$ cat src/rtl/gpio_bank.sv
// gpio_bank: NCH channels of W-bit inputs/outputs behind a word-addressed register bus,
// with edge-triggered W1C interrupt status. Define GPIO_DEBOUNCE_EN for input debouncing.
module gpio_bank #(
  parameter int unsigned NCH       = 2,
  parameter int unsigned W         = 32,
  parameter int unsigned AW        = 4,
  parameter int unsigned DB_CYCLES = 4
) (
  input  logic              clk,
  input  logic              rst,
  input  logic              we,
  input  logic [AW-1:0]     addr,
  input  logic [31:0]       wd,
  output logic [31:0]       rd,
  input  logic [NCH*W-1:0]  gpi,
  output logic [NCH*W-1:0]  gpo,
  output logic              irq
);

  logic [31:0]    ch_idx;
  logic [2:0]     reg_idx;
  logic [31:0]    rd_ch [NCH];
  logic [NCH-1:0] irq_ch;

  assign ch_idx  = 32'(addr[AW-1:3]);
  assign reg_idx = addr[2:0];

  if (AW < 4 || (1 << (AW - 3)) < NCH || W < 1 || W > 32 ||
      DB_CYCLES < 1 || DB_CYCLES > 255) begin : g_bad_params
    $error("gpio_bank: illegal parameter combination");
  end

  for (genvar c = 0; c < NCH; c++) begin : g_ch
    logic         wr;
    logic [W-1:0] wdat;
    logic [W-1:0] dout_q, dout_d;
    logic [W-1:0] mask_q, edge_q, stat_q, stat_d;
    logic [W-1:0] sync1_q, sync2_q, prev_q, filt, evt;
    logic [31:0]  rdv;

    assign wr   = we && (ch_idx == 32'(c));
    assign wdat = wd[W-1:0];

    always_comb begin
      dout_d = dout_q;
      if (wr) begin
        case (reg_idx)
          3'd1:    dout_d = wdat;
          3'd2:    dout_d = dout_q | wdat;
          3'd3:    dout_d = dout_q & ~wdat;
          default: dout_d = dout_q;
        endcase
      end
    end

    assign evt = (edge_q & ~prev_q & filt) | (~edge_q & prev_q & ~filt);

    always_comb begin
      stat_d = stat_q;
      if (wr && reg_idx == 3'd6) stat_d = stat_q & ~wdat;
      // A new event beats a same-cycle W1C.
      stat_d = stat_d | evt;
    end

    always_ff @(posedge clk) begin
      if (!rst) begin
        sync1_q <= '0;
        sync2_q <= '0;
        prev_q  <= '0;
        dout_q  <= '0;
        mask_q  <= '0;
        edge_q  <= '0;
        stat_q  <= '0;
      end else begin
        sync1_q <= gpi[c*W +: W];
        sync2_q <= sync1_q;
        prev_q  <= filt;
        dout_q  <= dout_d;
        stat_q  <= stat_d;
        if (wr && reg_idx == 3'd4) mask_q <= wdat;
        if (wr && reg_idx == 3'd5) edge_q <= wdat;
      end
    end

`ifdef GPIO_DEBOUNCE_EN
    logic [W-1:0] filt_q;
    logic [7:0]   cnt_q [W];

    // filt follows sync2 only after DB_CYCLES consecutive cycles of disagreement.
    always_ff @(posedge clk) begin
      if (!rst) begin
        filt_q <= '0;
        for (int i = 0; i < W; i++) cnt_q[i] <= '0;
      end else begin
        for (int i = 0; i < W; i++) begin
          if (sync2_q[i] == filt_q[i]) begin
            cnt_q[i] <= '0;
          end else if (cnt_q[i] == 8'(DB_CYCLES - 1)) begin
            filt_q[i] <= sync2_q[i];
            cnt_q[i]  <= '0;
          end else begin
            cnt_q[i] <= cnt_q[i] + 8'd1;
          end
        end
      end
    end

    assign filt = filt_q;
`else
    assign filt = sync2_q;
`endif

    always_comb begin
      rdv = '0;
      case (reg_idx)
        3'd0:    rdv[W-1:0] = filt;
        3'd1:    rdv[W-1:0] = dout_q;
        3'd4:    rdv[W-1:0] = mask_q;
        3'd5:    rdv[W-1:0] = edge_q;
        3'd6:    rdv[W-1:0] = stat_q;
        default: rdv = '0;
      endcase
    end

    assign rd_ch[c]        = rdv;
    assign gpo[c*W +: W]   = dout_q;
    assign irq_ch[c]       = |(stat_q & mask_q);
  end

  // Out-of-range channels match nothing and read 0.
  always_comb begin
    rd = '0;
    for (int c = 0; c < NCH; c++) begin
      if (ch_idx == 32'(c)) rd = rd_ch[c];
    end
  end

  assign irq = |irq_ch;

endmodule

$ cat config.mk
export PLATFORM = sky130hd
export DESIGN_NAME = gpio_bank
export DESIGN_NICKNAME = d
export VERILOG_FILES = /design/src/rtl/gpio_bank.sv
export SDC_FILE = /design/constraint.sdc
export NUM_CORES = 1
export LEC_CHECK = 0
export ABC_AREA = 1
export BUFFER_PORTS_ARGS = -buffer_cell sky130_fd_sc_hd__buf_2
export CAP_MARGIN = 10
export CORE_UTILIZATION = 40
export DETAILED_ROUTE_END_ITERATION = 7
export PLACE_DENSITY = 0.59
export REMOVE_ABC_BUFFERS = 1
export SLEW_MARGIN = 10
export SYNTH_ARGS = -nofsm -noshare
export SYNTH_HDL_FRONTEND = slang
export SYNTH_SLANG_ARGS = --single-unit
export TNS_END_PERCENT = 30
$ cat constraint.sdc
create_clock -name clk -period 1.61 [get_ports clk]
set_clock_uncertainty 0.1 [all_clocks]
set_input_delay 0.0805 -clock clk [delete_from_list [all_inputs] [get_ports clk]]
set_output_delay 0.0805 -clock clk [all_outputs]
set_load 0.005 [all_outputs]
# Word level (Yosys, flattened, before mapping)
# Index checks and enable logic that the tools add are counted.
# totals
mem_bits_ro,0
output_inout_bits,97
wordCells,69
mem_bits_rw,0
inputBits,103
reg_bits,448
n_memories,0
latch_bits,0
# classes
div,0
n_shift,0
eq_ne,6
multipliers,0
reduce_logical,14
n_mux,8
magnitude_cmp,0
add_sub_neg,0
bitwise,27
# ops
cell,count
32-bit bitwise AND,14
32-bit one-hot mux with 5 select lines,2
32-bit inverter,7
32-bit bitwise OR,6
32-bit one-hot mux with 3 select lines,2
32-bit two-way mux,4
64-bit OR reduction,1
32-bit zero test,1
3-bit == test (second input constant),3
1-bit logical AND,8
3-bit by 2-bit == test with 1-bit output (second input constant),2
2-bit AND reduction,2
3-bit by 1-bit == test with 1-bit output (second input constant),1
3-bit zero test,1
3-bit nonzero test,1

# Depth between registers and ports, before layout
# logic_depth
depth_word,5
ltp_mapped,11
ltp_nobuf,8

# Least setup slack after synthesis
# No wires, ideal clock.
# synth_timing
path_type,input to register
startpoint,input port addr[2]
endpoint,register g_ch[1].dout_q[12]
path_buffers,3
cell_stages,8
required_ps,1395
arrival_ps,1086
slack_ps,308
setup_time_ps,115
cell_sequence,buf_4 > inv_2 > buf_6 > nand3_2 > clkbuf_1 > o21ai_0 > nand2_1 > and3_1
# synth_via
elab_chain_len,3
elab_cells_between_ends,6
classes_between,3 x eq/ne; 1 x mux; 2 x reduce/logical
# synth_rtl
element,line,text
start: declaration,12,"input logic [AW-1:0] addr,"
3-bit by 1-bit == test with 1-bit output or 3-bit by 2-bit == test with 1-bit output (tied branches),47,case (reg_idx)
3-bit nonzero test (no source line),-,
2-bit AND reduction (no source line),-,
end signal: assignment,78,dout_q <= dout_d;
end: declaration,36,"logic [W-1:0] dout_q, dout_d;"
# Parallel ways exist; a longest one is shown, timed or not.
# A chain may end at the register's enable or synchronous reset.

# Worst setup path in the final report
# layout_timing
startpoint,register g_ch[0].stat_q[21]
endpoint,output port irq
# layout_via
elab_chain_len,2
# layout_rtl
element,line,text
start: declaration,37,"logic [W-1:0] mask_q, edge_q, stat_q, stat_d;"
start signal: assignment,79,stat_q <= stat_d;
32-bit bitwise AND,127,assign irq_ch[c] = |(stat_q & mask_q);
64-bit OR reduction,138,assign irq = |irq_ch;
end: declaration,17,output logic irq
# No other way between the ends.

==> impl_metrics.json <==
{
  "cts.sinks": 448,
  "die_area_um2": 50300,
  "violations": "negative hold slack, negative setup slack",
  "power_leakage_uw": 0.0125,
  "nNetsFinal": 3363,
  "cp-end-kind": "primary output",
  "drtAntennaViolNets": 0,
  "hold_class": "input pin to flop",
  "path_cells": "nand2_2, nand4_1, nor2_4, nand2_2, nor2_4, nand2_4, buf_6",
  "critPathLaunchType": "flop",
  "core_area_um2": 48800,
  "switchingPower_uw": 6520,
  "wl_met1_mm": 30.2,
  "post-place-cells": 3695,
  "rsz0062_at_grt": "true",
  "synth_area_leaders": "dfxtp_1, nand2_1, inv_1, a21oi_1, nand4_1",
  "internal-power_uw": 19100,
  "finalSetupViolations": 33,
  "drive_gt1_frac": 0.198,
  "finalWeightedCongestion": 0.867,
  "cts_tree": "done",
  "yosysWarnings": 0,
  "multi_input_area_um2": 8960,
  "fin_area_um2": 25900,
  "drv_cap": 0,
  "clkSlewWorstSetupHoldPaths_ns": 0.06,
  "cellPowerDensity_nw_per_um2": 990,
  "finalSetupTns_ns": -2.81,
  "max_freq_mhz": 488,
  "grt_pass1_vias": 19114,
  "status": "finished with violations",
  "clockBufferDepth": 3,
  "power.share.combinational": 0.098,
  "finalHoldViolCount": 1,
  "syn2layout_area_growth_pct": 30.9,
  "die_h_um": 224,
  "seq_area_frac_synth": 0.453,
  "drtIter0Drc": 1825,
  "p_seq_frac": 0.457,
  "htreeDepth": 2,
  "whs_ns": -0.00930,
  "grt_pass1_wl_mm": 108,
  "stdcell_count": 3960,
  "synth_cells": 2920,
  "die_w_um": 224,
  "wl_mm": 69.7,
  "cts_inserted_buffers": 49,
  "top_layer": "met4",
  "vias_per_cell": 5.19,
  "worst_path_largest_cell_delay_ns": 0.33,
  "post-place-ws_ns": -0.0564,
  "worst_skew_pair.late_latency_ns": 0.60,
  "ir_worst_vdd_mv": 0.808,
  "regArea_um2": 9230,
  "cts-root-buf": "clkbuf_16",
  "cp.arrival_ns": 1.87,
  "dr.pass1.iters": 5,
  "min_period_ns": 2.05,
  "ys_seq_elements": 448,
  "dp.final_hpwl_mm": 44.1,
  "critical_path.slowest_cell": "dfxtp_2",
  "final_cell_mix": "nand2_1, inv_1, dfxtp_1",
  "placement.io_buffers": 199,
  "ios": 200,
  "setup_slack_ns": -0.437,
  "crit_fanout": 2,
  "wl_met3_mm": 5.63,
  "final_max_slew_viol_count": 0,
  "vias": 20545,
  "fp-row-count": 81,
  "dr_wl_met2_mm": 31.8,
  "diodes": 0,
  "wl_per_cell_um": 17.6,
  "slew_headroom": 0.675,
  "grt.overflow.total": 0,
  "tightest_slew_ns": 0.487,
  "initial_core_util": 0.405,
  "swShare": 0.254,
  "grt.total_usage": 0.273,
  "synth_top_area_share": 0.453,
  "critPathKind": "flop to primary output",
  "n_fill_cell": 4829,
  "syn_area_per_cell_um2": 6.77,
  "drc": 0,
  "period_share": 1.27,
  "pwr-share-clk": 0.446,
  "grt_max_degree": 82,
  "synth_top_cell_by_area": "dfxtp_1",
  "ys_types": 27,
  "synth_area_um2": 19800,
  "antenna_found_initial": 0,
  "crit_required_ns": 1.43,
  "final_common_cell": "nand2_1",
  "placed_area_um2": 22100
}
-- cells by family (layout without fill, tap and decap cells) --
logic type,Yosys count,after routing,synth area share
AOI/OAI and AO/OA,448,448,0.119
buffers and inverters,497,873,0.101
DFF,448,448,0.453
and+or+nand+nor,1527,1527,0.327
-- cell usage after synthesis (all sizes together) --
library cell / instances
a21oi: 217
and3: 39
buf: 100
clkbuf: 80
clkinv: 1
dfxtp: 448
inv: 316
nand2: 954
nand3: 122
nand3b: 5
nand4: 152
nor2: 253
nor3: 1
o21ai: 186
o21bai: 39
o22ai: 6
or2: 1
-- routing by layer --
metal  vias to the layer above  GRT usage
li1                       9965          -
met1                      9626      0.366
met2                       820      0.444
met3                       134     0.0468
met4                         0     0.0922
met5                         -          0
-- layout make-up --
| class | instances | share of cell area |
|---|---|---|
| Clock buffer | 68 | 0.0552 |
| Clock inverter | 19 | 0.00793 |
| Inverter | 317 | 0.0461 |
| Tap cell | 664 | 0.0321 |
| Timing Repair Buffer | 469 | 0.156 |
| Sequential cell | 448 | 0.357 |
| Multi-Input combinational cell | 1975 | 0.346 |
-- flip-flops by register name, indices dropped and copies added (netlist names) --
register      cells
g_ch.sync1_q     64
g_ch.prev_q      64
g_ch.edge_q      64
g_ch.stat_q      64
g_ch.filt        64
g_ch.dout_q      64
g_ch.mask_q      64
-- metrics by stage --
step | util | hold WS [ns] | total power, uW
CTS | 0.525 | 0.0604 | 25800
detailed placement | 0.452 | 0.166 | 14100
global placement | 0.452 | 0.161 | 14000
finish | 0.530 | -0.00930 | 25600
global route | 0.530 | 0.0111 | 26600
floorplan | - | 0.0740 | 12700
-- worst paths after layout --
| path | start | to | slack (ns) | cells after the start |
|---|---|---|---|---|
| max | g_ch[0].stat_q[21]$_SDFF_PN0_ | irq | -0.44 | 7 |
| min | rst | g_ch[0].dout_q[4]$_SDFFE_PN0P_ | -0.009 | 4 |
| max reg2reg | g_ch[0].dout_q[16]$_SDFFE_PN0P_ | g_ch[0].dout_q[16]$_SDFFE_PN0P_ | 0.37 | 3 |
| min reg2reg | g_ch[0].sync1_q[21]$_SDFF_PN0_ | g_ch[0].filt[21]$_SDFF_PN0_ | 0.29 | 2 |
-- worst max-delay path: cells and delay by family, from the launching register on --
family	cells	cell delay, ns
and+or+nand+nor	6	0.80
DFF	1	0.33
buffers and inverters	1	0.12
-- timing repair --
item | 4_1_cts | 5_1_grt
endpoints found under the hold margin | 411 | 5
pin swaps | 37 | 36
cloned | 0 | 0
hold buffers | 151 | 2
resized for setup | 185 | 82
buffers inserted | 20 | 6
endpoints found under the setup margin | 33 | 42
-- power groups by stage --
stage               sequential [uW]  combinational, uW  clock [uW]
finish                        11700               2500       11400
global route                  11700               2710       12100
CTS                           11700               2430       11600
detailed placement            11900               2100           0
global placement              11900               2080           0
floorplan                     11900                862           0
Note: power is estimated with default switching activity, not from simulation.
